--- src/rtl/apps_torque_gate.sv ---
`default_nettype none
// +--------------------------------------------------------------------------+
// | apps_torque_gate: APPS plausibility, brake-cut and torque gating FSM.     |
// | Rev 1.0                                                                   |
// +--------------------------------------------------------------------------+
module apps_torque_gate #(
   parameter logic [11:0] BRAKE_THRESHOLD = 12'd2,
   parameter logic [11:0] APPS_HIGH       = 12'd1024,
   parameter logic [11:0] APPS_LOW        = 12'd205,
   parameter logic [11:0] DEV_THRESHOLD   = 12'd410,
   parameter logic [11:0] OOR_LOW         = 12'd40,
   parameter logic [11:0] OOR_HIGH        = 12'd4055,
   parameter logic [15:0] IMPLAUS_CYCLES  = 16'd5000
) (
   input  logic        clk,
   input  logic        rst,
   input  logic        ready_to_drive,
   input  logic [11:0] bse,
   input  logic [11:0] apps1,
   input  logic [11:0] apps2,
   output logic [11:0] torque_cmd,
   output logic        torque_enable,
   output logic        brake_cut,
   output logic        apps_fault
);

   typedef enum logic [1:0] {
      IDLE       = 2'd0,
      DRIVE      = 2'd1,
      BRAKE_CUT  = 2'd2,
      APPS_FAULT = 2'd3
   } state_t;

   state_t      state_q, state_d;
   logic [15:0] imp_cnt_q, imp_cnt_d;
   logic [11:0] torque_cmd_q, torque_cmd_d;
   logic        torque_enable_q, torque_enable_d;
   logic        brake_cut_q, brake_cut_d;
   logic        apps_fault_q, apps_fault_d;

   logic [12:0] apps_sum;
   logic [11:0] pedal;
   logic [12:0] diff;
   logic [12:0] diff_mag;
   logic        out_of_range;
   logic        implausible;
   logic        imp_trip;
   logic        brake_on;

   // Average of both channels; the 13-bit sum cannot overflow.
   assign apps_sum = {1'b0, apps1} + {1'b0, apps2};
   assign pedal    = apps_sum[12:1];

   assign diff     = {1'b0, apps1} - {1'b0, apps2};
   assign diff_mag = diff[12] ? (13'd0 - diff) : diff;

   assign out_of_range = (apps1 < OOR_LOW) || (apps1 > OOR_HIGH) ||
                         (apps2 < OOR_LOW) || (apps2 > OOR_HIGH);
   assign implausible  = (diff_mag > {1'b0, DEV_THRESHOLD}) || out_of_range;
   assign imp_trip     = implausible && (imp_cnt_q == IMPLAUS_CYCLES);
   assign brake_on     = bse > BRAKE_THRESHOLD;

   always_comb begin
      state_d = state_q;

      if (!implausible) begin
         imp_cnt_d = 16'd0;
      end else if (imp_cnt_q == IMPLAUS_CYCLES) begin
         imp_cnt_d = imp_cnt_q;
      end else begin
         imp_cnt_d = imp_cnt_q + 16'd1;
      end

      case (state_q)
         IDLE: begin
            imp_cnt_d = 16'd0;
            if (ready_to_drive && (pedal < APPS_LOW) && !implausible) begin
               state_d = DRIVE;
            end
         end
         DRIVE: begin
            if (!ready_to_drive) begin
               state_d = IDLE;
            end else if (imp_trip) begin
               state_d = APPS_FAULT;
            end else if (brake_on && (pedal > APPS_HIGH)) begin
               state_d = BRAKE_CUT;
            end
         end
         BRAKE_CUT: begin
            if (!ready_to_drive) begin
               state_d = IDLE;
            end else if (imp_trip) begin
               state_d = APPS_FAULT;
            end else if (pedal < APPS_LOW) begin
               state_d = DRIVE;
            end
         end
         APPS_FAULT: begin
            if (!ready_to_drive) begin
               state_d = IDLE;
            end
         end
         default: state_d = IDLE;
      endcase

      // Outputs follow the next state so they settle with the state register.
      torque_enable_d = (state_d == DRIVE);
      torque_cmd_d    = (state_d == DRIVE) ? pedal : 12'd0;
      brake_cut_d     = (state_d == BRAKE_CUT);
      apps_fault_d    = (state_d == APPS_FAULT);
   end

   always_ff @(posedge clk or posedge rst) begin
      if (rst) begin
         state_q         <= IDLE;
         imp_cnt_q       <= 16'd0;
         torque_cmd_q    <= 12'd0;
         torque_enable_q <= 1'b0;
         brake_cut_q     <= 1'b0;
         apps_fault_q    <= 1'b0;
      end else begin
         state_q         <= state_d;
         imp_cnt_q       <= imp_cnt_d;
         torque_cmd_q    <= torque_cmd_d;
         torque_enable_q <= torque_enable_d;
         brake_cut_q     <= brake_cut_d;
         apps_fault_q    <= apps_fault_d;
      end
   end

   assign torque_cmd    = torque_cmd_q;
   assign torque_enable = torque_enable_q;
   assign brake_cut     = brake_cut_q;
   assign apps_fault    = apps_fault_q;

endmodule
`default_nettype wire

--- config.mk ---
export PLATFORM = sky130hd
export DESIGN_NAME = apps_torque_gate
export DESIGN_NICKNAME = d
export VERILOG_FILES = /design/src/rtl/apps_torque_gate.sv
export SDC_FILE = /design/constraint.sdc
export NUM_CORES = 1
export LEC_CHECK = 0
export CORE_MARGIN = 2
export CORE_UTILIZATION = 45
export DETAILED_ROUTE_END_ITERATION = 8
export PLACE_DENSITY_LB_ADDON = 0.1
export SLEW_MARGIN = 0
export SYNTH_ARGS = -nofsm -noshare
export SYNTH_HDL_FRONTEND = slang
export SYNTH_SLANG_ARGS = --single-unit
--- constraint.sdc ---
create_clock -name clk -period 4.45 [get_ports clk]
set_input_delay 0.6675 -clock clk [delete_from_list [all_inputs] [get_ports clk]]
set_output_delay 0.6675 -clock clk [all_outputs]
set_load 0.01 [all_outputs]
**Word level (Yosys, flattened, before mapping)**

Cells that the tools add are included.

- Magnitude comparators: 8
- Mux-type cells: 14
- Eq/ne operators: 8
- Add/sub/neg operators: 4
- Reduce and logical (&&, ||, !) cells: 10

Operator list:

| kind | number |
|---|---|
| 16-bit 2-to-1 mux | 3 |
| 12-bit > comparator, second input constant | 2 |
| 12-bit by 6-bit less-than comparator with 1-bit output, second input constant | 2 |
| 16-bit by 1-bit adder with 16-bit output, second input constant | 1 |
| 16-bit by 13-bit equality test with 1-bit output, second input constant | 1 |
| 2-bit 2-to-1 mux | 8 |
| 12-bit by 12-bit adder with 13-bit output | 1 |
| 13-bit by 9-bit > comparator with 1-bit output, second input constant | 1 |
| 13-bit 2-to-1 mux | 1 |
| 1-bit by 13-bit subtractor with 13-bit output, first input constant | 1 |
| 12-bit by 12-bit subtractor with 13-bit output | 1 |
| 12-bit by 11-bit > comparator with 1-bit output, second input constant | 1 |
| 12-bit by 2-bit > comparator with 1-bit output, second input constant | 1 |
| 12-bit by 8-bit less-than comparator with 1-bit output, second input constant | 1 |
| 12-bit 2-to-1 mux | 1 |
| 2-bit equality test, second input constant | 4 |
| 2-bit one-hot mux with 4 select lines | 1 |
| 2-bit by 1-bit equality test with 1-bit output, second input constant | 2 |
| 1-bit logical AND | 4 |
| 1-bit logical OR | 4 |
| 3-bit by 2-bit != test with 1-bit output, second input constant | 1 |
| 2-bit zero test | 1 |
| 1-bit zero test | 1 |

- Logic and storage cells: 50
- Input port bits: 39
- Output and inout port bits: 15
- Bits in registers: 33

**Depth between registers and ports, before layout**

Gate-level depths: netlist of run 1.

- Depth after elaboration: 11
- Mapped depth: 15
- Gate-level depth less buffers: 13

**Least setup slack after synthesis of run 1**

OpenSTA, ideal clock, no wires.

- Path type: input to register
- Start: input port apps1[0]
- End: register torque_cmd_q[8] (netlist: torque_cmd[8])
- Stages: 14
- Required time: 4,321 ps
- Buffers on the path: 1
- Setup time: 129 ps
- Setup slack: 879 ps
- Data arrival time: 3,442 ps
- Path through: inv_1 -> ha_1 -> fa_1 -> and2b_1 -> o21ai_2 -> a2111o_1 -> and2_0 -> or3_1 -> o22ai_2 -> o21ai_1 -> and2_1 -> o31ai_2 -> buf_4 -> nor2_1

- Word-level cells in the longest chain between the ends: 11
- Elaborated cells between the ends (all ways): 28
- Those cells by class: add/sub: 3; order compare: 5; eq/ne: 1; mux: 10; reduce/logical: 9

Ends and longest elaborated chain:

| item | line | RTL |
|---|---|---|
| start, declared | 19 | `input logic [11:0] apps1,` |
| 12-bit by 12-bit subtractor with 13-bit output (tied with other cells) | 54 | `assign diff = {1'b0, apps1} - {1'b0, apps2};` |
| 1-bit by 13-bit subtractor with 13-bit output or 1-bit logical OR (tied branches) | 55, 57 |  |
| 13-bit 2-to-1 mux or 1-bit logical OR (tied branches) | 55, 57 |  |
| 13-bit by 9-bit > comparator with 1-bit output or 1-bit logical OR (tied branches) | 59, 58 |  |
| 1-bit logical OR | 59 | `assign implausible = (diff_mag > {1'b0, DEV_THRESHOLD}) \|\| out_of_range;` |
| 1-bit logical AND or 1-bit zero test (tied branches) | 60, 77 |  |
| 2-bit 2-to-1 mux (tied with other cells) | 93 | `end else if (imp_trip) begin` |
| 2-bit 2-to-1 mux (on tied branches) | 91, 77, 82 |  |
| 2-bit one-hot mux with 4 select lines | 74 | `case (state_q)` |
| 2-bit by 1-bit equality test with 1-bit output | 109 | `torque_cmd_d = (state_d == DRIVE) ? pedal : 12'd0;` |
| 12-bit 2-to-1 mux (*) | 109 |  |
| named net torque_cmd_d[8] | 36 | `logic [11:0] torque_cmd_q, torque_cmd_d;` |
| end signal, assigned | 125 | `torque_cmd_q <= torque_cmd_d;` |
| end, declared | 36 |  |

Mark *: on every way through the listed nets, which the timed path passes. The rest lies on a longest branch.
A chain may end at the register's enable or synchronous reset.

**Final worst setup path of run 1**

- Start: input port apps1[0]
- End: register torque_cmd_q[10] (netlist: torque_cmd[10])

Same word-level chain as after synthesis.

==> report_table.html, run 1 <==
<table>
<tr><th>Metric</th><th>Value</th></tr>
<tr><th colspan="2">Global route</th></tr>
<tr><td>Total grt overflow</td><td>0</td></tr>
<tr><td>Pin count of the biggest net entering global routing</td><td>34</td></tr>
<tr><td>Total global routing track utilization</td><td>0.212</td></tr>
<tr><td>Global-route wire length before repair</td><td>14,500 um</td></tr>
<tr><td>Antenna violations before repair</td><td>0</td></tr>
<tr><td>Via count of the first global-routing pass</td><td>3,212</td></tr>
<tr><th colspan="2">Die</th></tr>
<tr><td>Starting utilization of the core area</td><td>0.468</td></tr>
<tr><td>Core Rows</td><td>31</td></tr>
<tr><td>Die area</td><td>8300 um^2</td></tr>
<tr><td>IO Count</td><td>between 50 and 60</td></tr>
<tr><td>Chip width</td><td>around 91 um</td></tr>
<tr><td>Die Y-Extent</td><td>91.1 um</td></tr>
<tr><td>Area of the core</td><td>7290 um^2</td></tr>
<tr><th colspan="2">Hold path</th></tr>
<tr><td>Worst min-delay path class</td><td>register to register</td></tr>
<tr><td>Hold Crit Depth</td><td>2</td></tr>
<tr><th colspan="2">Critical path</th></tr>
<tr><td>Crit path arrival time</td><td>4.32 ns</td></tr>
<tr><td>Category of the critical setup timing path</td><td>primary input to register</td></tr>
<tr><td>Worst r2r path cells</td><td>9</td></tr>
<tr><td>Data required time of the worst path</td><td>between 4 and 5 ns</td></tr>
<tr><td>Crit path capture type</td><td>register</td></tr>
<tr><td>Max FO, Critical Path</td><td>5</td></tr>
<tr><td>Crit path launch type</td><td>primary input</td></tr>
<tr><th colspan="2">Clock tree</th></tr>
<tr><td>CTS tree</td><td>yes</td></tr>
<tr><td>Max Root-Sink Buffers</td><td>2</td></tr>
<tr><td>Latest clock arrival within the worst-skew pair</td><td>0.29 ns</td></tr>
<tr><td>Root Buffer</td><td>sky130_fd_sc_hd__clkbuf_8</td></tr>
<tr><td>Clock-pin slew of the registers on the worst-case setup and hold paths</td><td>0.07 ns</td></tr>
<tr><td>Resize count post-CTS</td><td>0</td></tr>
<tr><td>TritonCTS sink count</td><td>33</td></tr>
<tr><td>Inserted Clock Buffers</td><td>5</td></tr>
<tr><td>H-tree depth reported by CTS</td><td>2</td></tr>
<tr><td>Hold-fix buffers, CTS</td><td>0</td></tr>
<tr><td>Post-CTS setup buffer count</td><td>0</td></tr>
<tr><th colspan="2">Final layout</th></tr>
<tr><td>Antenna diode count</td><td>0</td></tr>
<tr><td>Fraction of final layout cells sized beyond drive strength 1</td><td>0.0887</td></tr>
<tr><td>Non-filler cells in the finished layout</td><td>584</td></tr>
<tr><td>Final nets</td><td>552</td></tr>
<tr><td>Most common cell after layout, fill and taps aside</td><td>sky130_fd_sc_hd__nor2_1</td></tr>
<tr><td>Fill count</td><td>roughly 730</td></tr>
<tr><td>Area added between synthesis and finish</td><td>22.7%</td></tr>
<tr><td>Most used cells in the layout excluding fill and tap cells</td><td>sky130_fd_sc_hd__nor2_1 (56), sky130_fd_sc_hd__clkdlybuf4s50_1 (53), sky130_fd_sc_hd__dfrtp_1 (33), sky130_fd_sc_hd__inv_1 (29), sky130_fd_sc_hd__ha_1 (27)</td></tr>
<tr><th colspan="2">Power and ir drop</th></tr>
<tr><td>Clk network pwr share</td><td>0.239</td></tr>
<tr><td>Total internal power</td><td>583 uW</td></tr>
<tr><td>Net switching power figure</td><td>347 uW</td></tr>
<tr><td>Static Leak</td><td>1.76 nW</td></tr>
<tr><td>Power Density</td><td>222 nW/um^2</td></tr>
<tr><td>Share of power burned in registers</td><td>0.325</td></tr>
<tr><td>VDD IR max</td><td>117 uV</td></tr>
<tr><td>Portion of total power attributed to combinational logic</td><td>0.436</td></tr>
<tr><td>Net switching fraction of the power</td><td>0.373</td></tr>
<tr><th colspan="2">Routing</th></tr>
<tr><td>Final wirelength</td><td>roughly 8800 um</td></tr>
<tr><td>Vias</td><td>3,357</td></tr>
<tr><td>First drt pass iteration count</td><td>6</td></tr>
<tr><td>Number of DRC violations after detailed-routing iteration 0</td><td>155</td></tr>
<tr><td>DRC violation count after routing</td><td>0</td></tr>
<tr><td>Wire length per cell after detailed routing</td><td>15.1 um</td></tr>
<tr><td>Residual antenna-violating net count after detailed routing</td><td>0</td></tr>
<tr><td>DR vias/cell</td><td>5.75</td></tr>
<tr><th colspan="2">Yosys</th></tr>
<tr><td>Fraction of the mapped netlist area in adder cells</td><td>0.111</td></tr>
<tr><td>Post-synthesis share of cell area spent on and, or, nand and nor gates</td><td>0.279</td></tr>
<tr><td>Synthesized Nets</td><td>around 500</td></tr>
<tr><td>Xor and xnor area share after synthesis</td><td>0.0587</td></tr>
<tr><td>Number of instances in the synthesized netlist</td><td>423</td></tr>
<tr><td>Average cell area after synthesis</td><td>8.07 um^2</td></tr>
<tr><td>Compound-Gate Fraction of Synth Area</td><td>0.252</td></tr>
<tr><td>YS warnings</td><td>0</td></tr>
<tr><td>Number of register bits inferred by synthesis</td><td>33</td></tr>
<tr><td>Top FF cell, synth</td><td>sky130_fd_sc_hd__dfrtp_1</td></tr>
<tr><td>Combinational family with the most area after synthesis</td><td>simple AND/OR/NAND/NOR gates</td></tr>
<tr><td>Fraction of synthesized area in multiplexers</td><td>0.00587</td></tr>
<tr><td>Sequential element share of the synthesized area</td><td>0.242</td></tr>
<tr><td>Number of enable flip-flop cells after synthesis</td><td>0</td></tr>
<tr><td>Cell Area, Synth</td><td>between 3000 and 4000 um^2</td></tr>
<tr><td>Cell variety after synth</td><td>76</td></tr>
<tr><td>Async set-or-reset flop fraction in the synthesized netlist</td><td>1.00</td></tr>
<tr><th colspan="2">Placed design</th></tr>
<tr><td>Number of cells after detailed placement</td><td>576</td></tr>
<tr><td>Number of buffers added on ports</td><td>53</td></tr>
<tr><td>Placed wire-length estimate after detailed placement</td><td>7230 um</td></tr>
<tr><td>Final weighted congestion of routability-driven global placement</td><td>0.939</td></tr>
<tr><th colspan="2">Timing</th></tr>
<tr><td>Max Clk Rate</td><td>0.240 GHz</td></tr>
<tr><td>Final count of hold timing violations</td><td>0</td></tr>
<tr><td>Number of endpoints failing setup at the final stage</td><td>0</td></tr>
<tr><td>Tightest Pin Transition</td><td>0.492 ns</td></tr>
<tr><td>Time the final worst path needs with I/O delays and setup</td><td>4.17 ns</td></tr>
<tr><td>Max Clock Skew</td><td>roughly 0.0084 ns</td></tr>
<tr><td>Final setup TNS</td><td>0 ns</td></tr>
<tr><td>Portion of the clock cycle consumed by the worst path in the final layout</td><td>0.938</td></tr>
<tr><td>Count of final max-slew check failures</td><td>0</td></tr>
<tr><td>Worst slew slack as a fraction of its limit</td><td>0.670</td></tr>
<tr><td>Unrepaired setup endpoints after global routing</td><td>no</td></tr>
<tr><th colspan="2">Outcome</th></tr>
<tr><td>Status</td><td>completed</td></tr>
<tr><th colspan="2">Flow run</th></tr>
<tr><td>Max capacitance violation total</td><td>0</td></tr>
</table>
final cells by class:
type	instances	area, um^2	area share
repair buffers	66	628	0.150
clock buffers	5	68.8	0.0164
multi-input cells	347	2410	0.575
inverters	31	116	0.0278
flip-flops and latches	33	826	0.197
well taps	99	124	0.0296
clock inverters	3	17.5	0.00418
critical path: stages:
cell,delay [ns]
sky130_fd_sc_hd__clkdlybuf4s50_1,0.48
sky130_fd_sc_hd__inv_1,0.05
sky130_fd_sc_hd__ha_1,0.22
sky130_fd_sc_hd__fa_1,0.39
sky130_fd_sc_hd__and2b_1,0.30
sky130_fd_sc_hd__a22oi_1,0.12
sky130_fd_sc_hd__a211o_2,0.32
sky130_fd_sc_hd__nor3_1,0.34
sky130_fd_sc_hd__nand3b_1,0.14
sky130_fd_sc_hd__a311oi_2,0.36
sky130_fd_sc_hd__nor2_1,0.08
sky130_fd_sc_hd__a221o_1,0.36
sky130_fd_sc_hd__nor3_1,0.38
sky130_fd_sc_hd__nor4_1,0.12
Yosys cell counts (4+ instances only):
| cell type | n | area [um^2] |
|---|---|---|
| sky130_fd_sc_hd__inv_1 | 29 | 109 |
| sky130_fd_sc_hd__a2111o_1 | 4 | 45.0 |
| sky130_fd_sc_hd__a21o_1 | 6 | 45.0 |
| sky130_fd_sc_hd__nand2_1 | 25 | 93.8 |
| sky130_fd_sc_hd__a221oi_1 | 4 | 35.0 |
| sky130_fd_sc_hd__dfrtp_1 | 33 | 826 |
| sky130_fd_sc_hd__buf_2 | 5 | 25.0 |
| sky130_fd_sc_hd__or3_1 | 5 | 31.3 |
| sky130_fd_sc_hd__and3_1 | 6 | 37.5 |
| sky130_fd_sc_hd__ha_1 | 27 | 338 |
| sky130_fd_sc_hd__nor2_1 | 56 | 210 |
| sky130_fd_sc_hd__nand4b_1 | 4 | 35.0 |
| sky130_fd_sc_hd__xor2_1 | 9 | 78.8 |
| sky130_fd_sc_hd__nand2b_1 | 8 | 50.1 |
| sky130_fd_sc_hd__nand3_1 | 16 | 80.1 |
| sky130_fd_sc_hd__nor4_1 | 12 | 75.1 |
| sky130_fd_sc_hd__a31oi_1 | 4 | 25.0 |
| sky130_fd_sc_hd__nor3_1 | 15 | 75.1 |
| sky130_fd_sc_hd__a211oi_1 | 5 | 37.5 |
| sky130_fd_sc_hd__o21ai_0 | 12 | 60.1 |
| sky130_fd_sc_hd__nand4_1 | 6 | 37.5 |
| sky130_fd_sc_hd__nor2b_1 | 9 | 56.3 |
| sky130_fd_sc_hd__xnor2_1 | 12 | 105 |
| sky130_fd_sc_hd__a21oi_1 | 19 | 95.1 |
| sky130_fd_sc_hd__o211ai_1 | 4 | 30.0 |
| sky130_fd_sc_hd__o21a_1 | 6 | 45.0 |
stage by stage:
step           setup WS, ns  hold slack, ns  utilization  power [mW]  instance area [um^2]
5_1_grt              0.0422           0.597        0.574       0.985                  4190
2_1_floorplan         0.879           0.498            -       0.587                  3410
3_3_place_gp          0.204           0.518        0.563       0.703                  4100
4_1_cts               0.352           0.564        0.574       0.932                  4190
6_report              0.277           0.561        0.574       0.929                  4190
3_5_place_dp         0.0582           0.543        0.563       0.708                  4100
kinds of logic (layout without fill, tap and decap cells):
kind of cell / count (synthesis) / count (layout)
buffers and inverters: 43 / 105
adder cells (fa/ha/maj): 29 / 29
AO/OA/AOI/OAI: 110 / 110
AND/OR/NAND/NOR: 184 / 184
flip-flops: 33 / 33
XOR/XNOR: 22 / 22
multiplexers: 2 / 2
power by group through the flow:
stage | Combinational [mW] | Sequential (mW) | Clock (mW)
final | 0.406 | 0.302 | 0.222
after global routing | 0.447 | 0.302 | 0.236
after CTS | 0.403 | 0.302 | 0.228
after detailed placement | 0.401 | 0.308 | 0
after global placement | 0.396 | 0.308 | 0
after floorplan | 0.279 | 0.308 | 0
layer usage:
metal | share of wire | wire (um) | track usage
met4 | 0.014 | 119 | 0.0694
met2 | 0.51 | 4470 | 0.386
met1 | 0.44 | 3860 | 0.263
met5 | 0 | 0 | 0
met3 | 0.039 | 346 | 0.0174
path summary, 6_finish.rpt:
path                                    start             end  slack (ns)
worst max register to register   imp_cnt_q[0]  torque_cmd[10]        2.19
min in group asynchronous                 rst   torque_cmd[8]        0.76
worst min-delay path            imp_cnt_q[15]   imp_cnt_q[15]        0.56
worst max-delay path                 apps1[0]  torque_cmd[10]        0.28
max in group asynchronous                 rst    imp_cnt_q[0]        3.40
worst min register to register  imp_cnt_q[15]   imp_cnt_q[15]        0.56
registers in the layout, indices dropped and copies added (netlist names):
signal	cells
apps_fault	1
brake_cut	1
imp_cnt_q	16
state_q	2
torque_cmd	12
torque_enable	1
No activity file was read; power rests on OpenSTA's default activity.
==> run 2: changes to the inputs <==
Settings changed: CTS_CLUSTER_DIAMETER from default to 150.
==> results of run 2 <==
Same layout as run 1: the final DEF is identical, and so are final timing and power.
==> run 3: changes to the inputs <==
Settings changed: CAP_MARGIN from default to 5.
==> results of run 3 <==
Same layout as run 1: the final DEF is identical, and so are final timing and power.
